**src/rtl/pipeline_control_unit.sv**
```systemverilog
// Control path for the 5-stage RV32I pipeline: ID decode, ID/EX -> EX/MEM -> MEM/WB
// control registers, load-use interlock, branch/jump flush and external-stall freeze.

package alu_pkg;
  localparam logic [3:0] ALU_ADD  = 4'd0;
  localparam logic [3:0] ALU_SUB  = 4'd1;
  localparam logic [3:0] ALU_SLL  = 4'd2;
  localparam logic [3:0] ALU_SLT  = 4'd3;
  localparam logic [3:0] ALU_SLTU = 4'd4;
  localparam logic [3:0] ALU_XOR  = 4'd5;
  localparam logic [3:0] ALU_SRL  = 4'd6;
  localparam logic [3:0] ALU_SRA  = 4'd7;
  localparam logic [3:0] ALU_OR   = 4'd8;
  localparam logic [3:0] ALU_AND  = 4'd9;
endpackage

module pipeline_control_unit #(
  parameter int ALU_OP_W       = 4,
  parameter int EXT_ALU        = 1,
  parameter int LOAD_USE_STALL = 1,
  parameter int REG_ADDR_W     = 5
) (
  input  logic                  clk,
  input  logic                  rst_n,
  input  logic                  id_valid,
  input  logic [31:0]           id_instr,
  input  logic                  stall_ext,
  input  logic                  branch_taken_ex,
  output logic                  hazard_stall,
  output logic                  flush_if_id,
  output logic                  illegal_instr,
  output logic                  ex_valid,
  output logic                  ex_reg_write,
  output logic                  ex_alu_src,
  output logic                  ex_mem_read,
  output logic                  ex_mem_write,
  output logic                  ex_branch,
  output logic                  ex_jump,
  output logic                  ex_jalr,
  output logic                  ex_mem_to_reg,
  output logic [ALU_OP_W-1:0]   ex_alu_op,
  output logic [REG_ADDR_W-1:0] ex_rd,
  output logic [REG_ADDR_W-1:0] ex_rs1,
  output logic [REG_ADDR_W-1:0] ex_rs2,
  output logic                  mem_valid,
  output logic                  mem_reg_write,
  output logic                  mem_mem_read,
  output logic                  mem_mem_write,
  output logic                  mem_mem_to_reg,
  output logic [REG_ADDR_W-1:0] mem_rd,
  output logic                  wb_valid,
  output logic                  wb_reg_write,
  output logic                  wb_mem_to_reg,
  output logic [REG_ADDR_W-1:0] wb_rd
);
  import alu_pkg::*;

  localparam logic [6:0] OPC_R      = 7'b0110011;
  localparam logic [6:0] OPC_I      = 7'b0010011;
  localparam logic [6:0] OPC_LOAD   = 7'b0000011;
  localparam logic [6:0] OPC_STORE  = 7'b0100011;
  localparam logic [6:0] OPC_BRANCH = 7'b1100011;
  localparam logic [6:0] OPC_JAL    = 7'b1101111;
  localparam logic [6:0] OPC_JALR   = 7'b1100111;
  localparam logic [6:0] OPC_LUI    = 7'b0110111;
  localparam logic [6:0] OPC_AUIPC  = 7'b0010111;

  typedef struct packed {
    logic                  valid;
    logic                  reg_write;
    logic                  alu_src;
    logic                  mem_read;
    logic                  mem_write;
    logic                  branch;
    logic                  jump;
    logic                  jalr;
    logic                  mem_to_reg;
    logic [ALU_OP_W-1:0]   alu_op;
    logic [REG_ADDR_W-1:0] rd;
    logic [REG_ADDR_W-1:0] rs1;
    logic [REG_ADDR_W-1:0] rs2;
  } idex_t;

  typedef struct packed {
    logic                  valid;
    logic                  reg_write;
    logic                  mem_read;
    logic                  mem_write;
    logic                  mem_to_reg;
    logic [REG_ADDR_W-1:0] rd;
  } exmem_t;

  typedef struct packed {
    logic                  valid;
    logic                  reg_write;
    logic                  mem_to_reg;
    logic [REG_ADDR_W-1:0] rd;
  } memwb_t;

  logic [6:0]            opcode;
  logic [2:0]            funct3;
  logic [6:0]            funct7;
  logic [REG_ADDR_W-1:0] rd_f;
  logic [REG_ADDR_W-1:0] rs1_f;
  logic [REG_ADDR_W-1:0] rs2_f;

  assign opcode = id_instr[6:0];
  assign funct3 = id_instr[14:12];
  assign funct7 = id_instr[31:25];
  assign rd_f   = REG_ADDR_W'(id_instr[11:7]);
  assign rs1_f  = REG_ADDR_W'(id_instr[19:15]);
  assign rs2_f  = REG_ADDR_W'(id_instr[24:20]);

  idex_t  dec;
  idex_t  idex_q;
  idex_t  idex_next;
  exmem_t exmem_q;
  memwb_t memwb_q;
  logic   dec_illegal;
  logic   uses_rs1;
  logic   uses_rs2;
  logic   has_rd;
  logic   illegal_q;
  logic   illegal_next;
  logic   flush_pending;
  logic   flush_raw;
  logic   flush;
  logic   load_use;
  logic [3:0] f3_op;
  logic [3:0] op;

  // Shared funct3 -> ALU op table; funct7 only matters for the right shifts here.
  always_comb begin
    f3_op = ALU_ADD;
    case (funct3)
      3'b000:  f3_op = ALU_ADD;
      3'b001:  f3_op = ALU_SLL;
      3'b010:  f3_op = ALU_SLT;
      3'b011:  f3_op = ALU_SLTU;
      3'b100:  f3_op = ALU_XOR;
      3'b101:  f3_op = (funct7 == 7'b0100000) ? ALU_SRA : ALU_SRL;
      3'b110:  f3_op = ALU_OR;
      default: f3_op = ALU_AND;
    endcase
  end

  always_comb begin
    dec         = '0;
    dec_illegal = 1'b0;
    uses_rs1    = 1'b0;
    uses_rs2    = 1'b0;
    has_rd      = 1'b0;
    op          = ALU_ADD;
    case (opcode)
      OPC_R: begin
        dec.reg_write = 1'b1;
        has_rd        = 1'b1;
        uses_rs1      = 1'b1;
        uses_rs2      = 1'b1;
        op = (funct3 == 3'b000 && funct7 == 7'b0100000) ? ALU_SUB : f3_op;
      end
      OPC_I: begin
        dec.reg_write = 1'b1;
        dec.alu_src   = 1'b1;
        has_rd        = 1'b1;
        uses_rs1      = 1'b1;
        op            = f3_op;
      end
      OPC_LOAD: begin
        dec.reg_write  = 1'b1;
        dec.alu_src    = 1'b1;
        dec.mem_read   = 1'b1;
        dec.mem_to_reg = 1'b1;
        has_rd         = 1'b1;
        uses_rs1       = 1'b1;
      end
      OPC_STORE: begin
        dec.alu_src   = 1'b1;
        dec.mem_write = 1'b1;
        uses_rs1      = 1'b1;
        uses_rs2      = 1'b1;
      end
      OPC_BRANCH: begin
        dec.branch = 1'b1;
        uses_rs1   = 1'b1;
        uses_rs2   = 1'b1;
        op         = ALU_SUB;
      end
      OPC_JAL: begin
        dec.reg_write = 1'b1;
        dec.jump      = 1'b1;
        has_rd        = 1'b1;
      end
      OPC_JALR: begin
        dec.reg_write = 1'b1;
        dec.jump      = 1'b1;
        dec.jalr      = 1'b1;
        dec.alu_src   = 1'b1;
        has_rd        = 1'b1;
        uses_rs1      = 1'b1;
      end
      OPC_LUI, OPC_AUIPC: begin
        dec.reg_write = 1'b1;
        dec.alu_src   = 1'b1;
        has_rd        = 1'b1;
      end
      default: dec_illegal = 1'b1;
    endcase
    // The legacy ALU only implements ADD/SUB/SLL/SLT.
    if (EXT_ALU == 0 && op inside {ALU_SLTU, ALU_XOR, ALU_SRL, ALU_SRA, ALU_OR, ALU_AND})
      op = ALU_ADD;
    if (dec_illegal) begin
      dec = '0;
    end else begin
      dec.valid     = 1'b1;
      dec.alu_op    = ALU_OP_W'(op);
      dec.rd        = has_rd ? rd_f : '0;
      dec.rs1       = uses_rs1 ? rs1_f : '0;
      dec.rs2       = uses_rs2 ? rs2_f : '0;
      dec.reg_write = dec.reg_write & has_rd & (rd_f != '0);
    end
  end

  assign flush_raw = branch_taken_ex | (idex_q.valid & idex_q.jump);
  assign flush     = flush_raw | flush_pending;
  assign load_use  = (LOAD_USE_STALL != 0) & id_valid & idex_q.valid & idex_q.mem_read &
                     (idex_q.rd != '0) &
                     ((uses_rs1 & (rs1_f == idex_q.rd)) | (uses_rs2 & (rs2_f == idex_q.rd)));

  assign hazard_stall = load_use & ~flush;
  assign flush_if_id  = flush;

  always_comb begin
    idex_next    = '0;
    illegal_next = 1'b0;
    if (!flush && !load_use && id_valid) begin
      idex_next    = dec;
      illegal_next = dec_illegal;
    end
  end

  // A flush seen while frozen is remembered and applied on the first edge that moves.
  always_ff @(posedge clk or negedge rst_n) begin
    if (!rst_n)         flush_pending <= 1'b0;
    else if (stall_ext) flush_pending <= flush_pending | flush_raw;
    else                flush_pending <= 1'b0;
  end

  always_ff @(posedge clk or negedge rst_n) begin
    if (!rst_n) begin
      idex_q    <= '0;
      illegal_q <= 1'b0;
      exmem_q   <= '0;
      memwb_q   <= '0;
    end else if (!stall_ext) begin
      idex_q    <= idex_next;
      illegal_q <= illegal_next;
      exmem_q   <= '{valid: idex_q.valid, reg_write: idex_q.reg_write,
                     mem_read: idex_q.mem_read, mem_write: idex_q.mem_write,
                     mem_to_reg: idex_q.mem_to_reg, rd: idex_q.rd};
      memwb_q   <= '{valid: exmem_q.valid, reg_write: exmem_q.reg_write,
                     mem_to_reg: exmem_q.mem_to_reg, rd: exmem_q.rd};
    end
  end

  assign illegal_instr  = illegal_q;
  assign ex_valid       = idex_q.valid;
  assign ex_reg_write   = idex_q.reg_write;
  assign ex_alu_src     = idex_q.alu_src;
  assign ex_mem_read    = idex_q.mem_read;
  assign ex_mem_write   = idex_q.mem_write;
  assign ex_branch      = idex_q.branch;
  assign ex_jump        = idex_q.jump;
  assign ex_jalr        = idex_q.jalr;
  assign ex_mem_to_reg  = idex_q.mem_to_reg;
  assign ex_alu_op      = idex_q.alu_op;
  assign ex_rd          = idex_q.rd;
  assign ex_rs1         = idex_q.rs1;
  assign ex_rs2         = idex_q.rs2;
  assign mem_valid      = exmem_q.valid;
  assign mem_reg_write  = exmem_q.reg_write;
  assign mem_mem_read   = exmem_q.mem_read;
  assign mem_mem_write  = exmem_q.mem_write;
  assign mem_mem_to_reg = exmem_q.mem_to_reg;
  assign mem_rd         = exmem_q.rd;
  assign wb_valid       = memwb_q.valid;
  assign wb_reg_write   = memwb_q.reg_write;
  assign wb_mem_to_reg  = memwb_q.mem_to_reg;
  assign wb_rd          = memwb_q.rd;

endmodule

```
**config.mk**
```make
export PLATFORM = sky130hd
export DESIGN_NAME = pipeline_control_unit
export DESIGN_NICKNAME = d
export VERILOG_FILES = /design/src/rtl/pipeline_control_unit.sv
export SDC_FILE = /design/constraint.sdc
export NUM_CORES = 1
export LEC_CHECK = 0
export CAP_MARGIN = 10
export CORE_ASPECT_RATIO = 1.75
export CORE_UTILIZATION = 40
export CTS_BUF_LIST = sky130_fd_sc_hd__clkbuf_4
export CTS_CLUSTER_SIZE = 8
export DETAILED_ROUTE_END_ITERATION = 10
export PLACE_DENSITY = 0.81
export SETUP_SLACK_MARGIN = 0.1
export SLEW_MARGIN = 5
export SYNTH_ARGS = -nofsm -noshare
export SYNTH_HDL_FRONTEND = slang
export SYNTH_SLANG_ARGS = --single-unit
```
**constraint.sdc**
```tcl
create_clock -name clk -period 2.3 [get_ports clk]
set_input_delay 0.46 -clock clk [delete_from_list [all_inputs] [get_ports clk]]
set_output_delay 0.46 -clock clk [all_outputs]
set_load 0.01 [all_outputs]
```
**After elaboration in Yosys (flattened, before gate mapping)**

Cells that the tools add are included.

- Bits in writable memories: 0
- Logic and storage cells: 93
- Register bits: 48
- Memory bits (read-only): 0
- Bits in latches: 0
- Memories kept: 0

- Div/mod/pow operators: 0
- Bitwise gates (word level): 13
- Reductions and logical operators: 14
- $mul: 0
- Shift operators: 0
- $add $sub $neg: 0
- Muxes and demuxes: 23
- $lt $le $gt $ge: 0
- Equality and inequality tests: 18

Operators by type and width:

| cell | count |
|---|---|
| $eq A7 B6 Y1 const B | 4 |
| $mux W28 | 1 |
| $pmux W4 S7 | 1 |
| $eq A7 B7 Y1 const B | 3 |
| $mux W19 | 1 |
| $mux W5 | 3 |
| $eq A7 B5 Y1 const B | 2 |
| $mux W1 | 13 |
| $pmux W4 S3 | 1 |
| $reduce_or A6 Y1 | 2 |
| $eq A5 B5 Y1 | 2 |
| $reduce_bool A5 Y1 | 2 |
| $and A1 B1 Y1 | 9 |
| $eq A3 B3 Y1 const B | 3 |
| $reduce_or A9 Y1 | 1 |
| $eq A7 B2 Y1 const B | 1 |
| $mux W7 | 1 |
| $reduce_or A7 Y1 | 1 |
| $eq A3 B2 Y1 const B | 2 |
| $mux W4 | 1 |
| $eq A3 B1 Y1 const B | 1 |
| $logic_and A1 B1 Y1 | 3 |
| $logic_not A3 Y1 | 1 |
| $or A1 B1 Y1 | 3 |
| other kinds (5) | 6 |

**Logic depth before layout (Yosys ltp)**

- Depth in word-level cells: 10
- Gate-level depth with buffers: 7
- Gate-level depth less buffers: 5

**Least setup slack after synthesis**

Ideal clock, no wire load.

- Path kind: register -> register
- From: reg idex_q, in the netlist ex_rd[1]
- To: reg idex_q, in the netlist ex_alu_op[1]
- Path slack: -35 ps
- Arrival: 2244 ps
- Cell stages (with the launch flop): 7
- Path through: dfrtp_1 -> or4_4 -> o21ba_1 -> and4_4 -> or4_4 -> buf_6 -> o31ai_2

- Longest elaborated chain between the ends: 8
- Elaborated cells between the ends (all ways): 12
- Those cells by class: 2 x eq/ne; 1 x mux; 5 x bitwise; 4 x reduce/logical

Ends and longest elaborated chain:

| element | line | RTL |
|---|---|---|
| start: declaration | 115 | `idex_t idex_q;` |
| start signal: assignment | 256 | `idex_q <= idex_next;` |
| $eq A5 B5 Y1 | 228 | `((uses_rs1 & (rs1_f == idex_q.rd)) \| (uses_rs2 & (rs2_f == idex_q.rd)));` |
| $and A1 B1 Y1 | 228 |  |
| $or A1 B1 Y1 | 228 |  |
| $and A1 B1 Y1 * | 227 | `(idex_q.rd != '0) &` |
| $logic_not A1 Y1 * | 236 | `if (!flush && !load_use && id_valid) begin` |
| $logic_and A1 B1 Y1 * (2 in series) | 236 |  |
| $mux W28 * | 236 |  |

Mark *: on every way between the ends. The rest lies on a longest branch, timed or not.
A chain may end at the register's enable or synchronous reset.

**Final worst setup path**

- From: reg idex_q, in the netlist ex_rd[1]
- To: out hazard_stall

- Longest elaborated chain between the ends: 5
- Elaborated cells between the ends (all ways): 9
- Those cells by class: 2 x eq/ne; 6 x bitwise; 1 x reduce/logical

Ends and longest elaborated chain:

| element | line | RTL |
|---|---|---|
| $eq A5 B5 Y1 | 228 |  |
| $and A1 B1 Y1 | 228 |  |
| $or A1 B1 Y1 | 228 |  |
| $and A1 B1 Y1 * | 227 |  |
| $and A1 B1 Y1 * | 230 | `assign hazard_stall = load_use & ~flush;` |
| end: declaration | 29 | `output logic hazard_stall,` |

Marked as above.

==> out/metrics.yaml <==
die:
  core-area_mm2: 0.00526
  num_io_pins: 86
  fp.dieH_um: 99.7
  initial_core_util_pct: 41.5
  std_cell_rows: 35
  fp.dieArea_mm2: 0.00576
  die_w_um: 57.8
grt:
  gr-usage-all-layers_pct: 22.5
  grt_pass1_wl_um: 9890
  antenna_found_initial: 0
  grt_start_max_net_pins: 47
  grt-ovfl-total: 0
  grt_pass1_vias: 2099
flow_run:
  cap_viol_max_count: 0
logic_synthesis:
  syn_inst: 201
  yosys.area.top_type_share_pct: 52.8
  ys_async_sr_fraction_pct: 100
  yosysSeqAreaShare_pct: 52.8
  syn_area_mm2: 0.00218
  synth-seq-cells: 46
  synth_cell_types: 41
  yosysWarnings: 0
  synth-edff-count: 0
  ys_top_cells_by_area: "dfrtp_1 53%, mux2_2 8.8%, nand2_1 7.1%"
  synth_fp_nets: 238
  yosys.area.top_type: "dfrtp_1"
  syn_avg_cell_area_um2: 10.8
  synth_flop_cell: "dfrtp_1"
clocking:
  clock-sinks: 46
  numCtsBuffers: 5
  root_buffer: "clkbuf_4"
  clkTransAtPathRegs_ps: 130
  cts_tree: "done"
  cts_hold_buf: 0
  htree_levels: 2
  cts.path.max_buffers: 2
  clk_latency_ps: 370
worst_setup_path:
  end_kind: "output pin"
  crit_path_max_fanout: 2
  slowest_stage: "or4_4"
  worstSetupStartpointType: "flip-flop"
  critical_path_required_ps: 1840
  cpPeakStageDelay_ps: 540
  arrival_ps: 1950
  path_class: "flip-flop to output pin"
  critPathBufInv: 1
  crit_family: "simple AND/OR/NAND/NOR gates"
  path_cells: "or4_4 -> o21ba_4 -> and4_4 -> nor2_2 -> nor2_1 -> buf_2"
timing:
  slew_violations: 0
  period_share_pct: 105
  worst_slew_pin_slew_ps: 593
  fin_crit_ps: 2410
  setup_viol: 4
  fin_tns_setup_ps: -198
  hold_viol: 0
  fin_skew_ps: 12.6
  fmax_mhz: 415
  fin_ws_ps: -109
  rsz0062_at_grt: "true"
  relSlewSlack_pct: 60.5
cells_and_area:
  drive_gt1_share_pct: 29.9
  final_common_cell: "clkdlybuf4s50_1"
  diodes: 0
  design_area_mm2: 0.00350
  nets: 360
  layout_common_cells: "77 x clkdlybuf4s50_1, 44 x dfrtp_1, 40 x nand2_1"
  syn_to_final_growth_pct: 60.4
routing:
  vias: 2111
  avgRoutedWirePerCell_um: 16.4
  drc: 3
  viasPerCell: 5.57
  ant_nets: 0
  drt_wl_total_um: 6220
  drt-pass1-iter-count: 10
  drtIter0Drc: 44
power:
  p_leak_nw: 1.58
  p_per_area_mw_per_mm2: 399
  power_mw: 1.40
  vdd_drop_max_v: 0.000326
placed_design:
  place.gp.congestion: 0.850
  hpwl_um: 4570
  portBuffers: 85
  dp_slack_ps: -627
  dpl_cell_area_mm2: 0.00330
min_path:
  min_path_type: "primary input to asynchronous set/reset pin"
run_status:
  violations: "DRC, setup timing"
  outcome: "finished, violations left"
[through the flow]
stage / utilization [%] / instances / hold WS (ps)
2_1_floorplan: - / 201 / 164
3_3_place_gp: 62.9 / 365 / 468
3_5_place_dp: 62.9 / 365 / 473
4_1_cts: 65.5 / 378 / 93.1
5_1_grt: 66.5 / 379 / 95.4
6_report: 66.5 / 379 / 73.9
[kinds of logic after synthesis]
logic type	count (synthesis)	share of synthesized area, %
AO/OA/AOI/OAI	40	13.9
XOR/XNOR	10	4.02
multiplexers	18	9.24
AND/OR/NAND/NOR	76	17.1
buffers and inverters	11	2.93
flip-flops	46	52.8
[where the power goes]
part / switching [mW] / internal [mW] / total (mW) / leakage, nW
Combinational: 0.0929 / 0.107 / 0.200 / 0.907
Clock: 0.256 / 0.127 / 0.383 / 0.0331
Sequential: 0.00175 / 0.812 / 0.814 / 0.637
[area by class of cell]
| type | instances | area, µm² |
|---|---|---|
| inverters | 1 | 3.75 |
| flip-flops and latches | 46 | 1150 |
| clock inverters | 2 | 8.76 |
| well taps | 55 | 68.8 |
| fillers | 417 | 1760 |
| clock buffers | 6 | 45.0 |
| repair buffers | 122 | 1120 |
| multi-input cells | 147 | 1090 |
[per-layer routing]
metal	track usage [%]	up-vias	wire (µm)
li1	-	967	-
met1	23.1	1040	2140
met2	42.6	80	3610
met3	3.38	24	240
met4	10.4	0	229
met5	0	-	0
[cells in the mapped netlist, drive strengths merged (3+ instances only)]
| library cell | number |
|---|---|
| a32o | 6 |
| buf | 5 |
| clkbuf | 5 |
| dfrtp | 46 |
| mux2 | 17 |
| nand2 | 41 |
| nand3 | 3 |
| nor2 | 7 |
| nor2b | 5 |
| nor3 | 6 |
| o21ai | 19 |
| o31ai | 5 |
| or4 | 3 |
| xor2 | 10 |
[worst paths after layout]
kind | start | endpoint | slack (ps) | cells after the start
min in group clk | ex_jalr | ex_jalr | 500 | 2
hold / removal | rst_n | wb_valid | 70 | 1
setup / recovery | ex_rd[1] | hazard_stall | -110 | 6
hold reg to reg | ex_jalr | ex_jalr | 500 | 2
max in group asynchronous | rst_n | ex_alu_op[3] | 1690 | 2
setup reg to reg | ex_rd[1] | ex_alu_op[1] | -40 | 6
[repair_timing]
action                     in CTS  in global routing
cloned                          3                  0
gates resized for setup        33                 13
buffers inserted                2                  1
pin swaps                      22                  8
setup endpoints to repair      23                 22
[worst reg2reg max path, stage by stage (launching register included)]
cell	delay [ps]
dfrtp_2	430
or4_4	540
o21ba_4	210
and4_4	140
buf_4	150
or4_4	560
o31ai_2	210
Note: power is estimated with default switching activity, not from simulation.
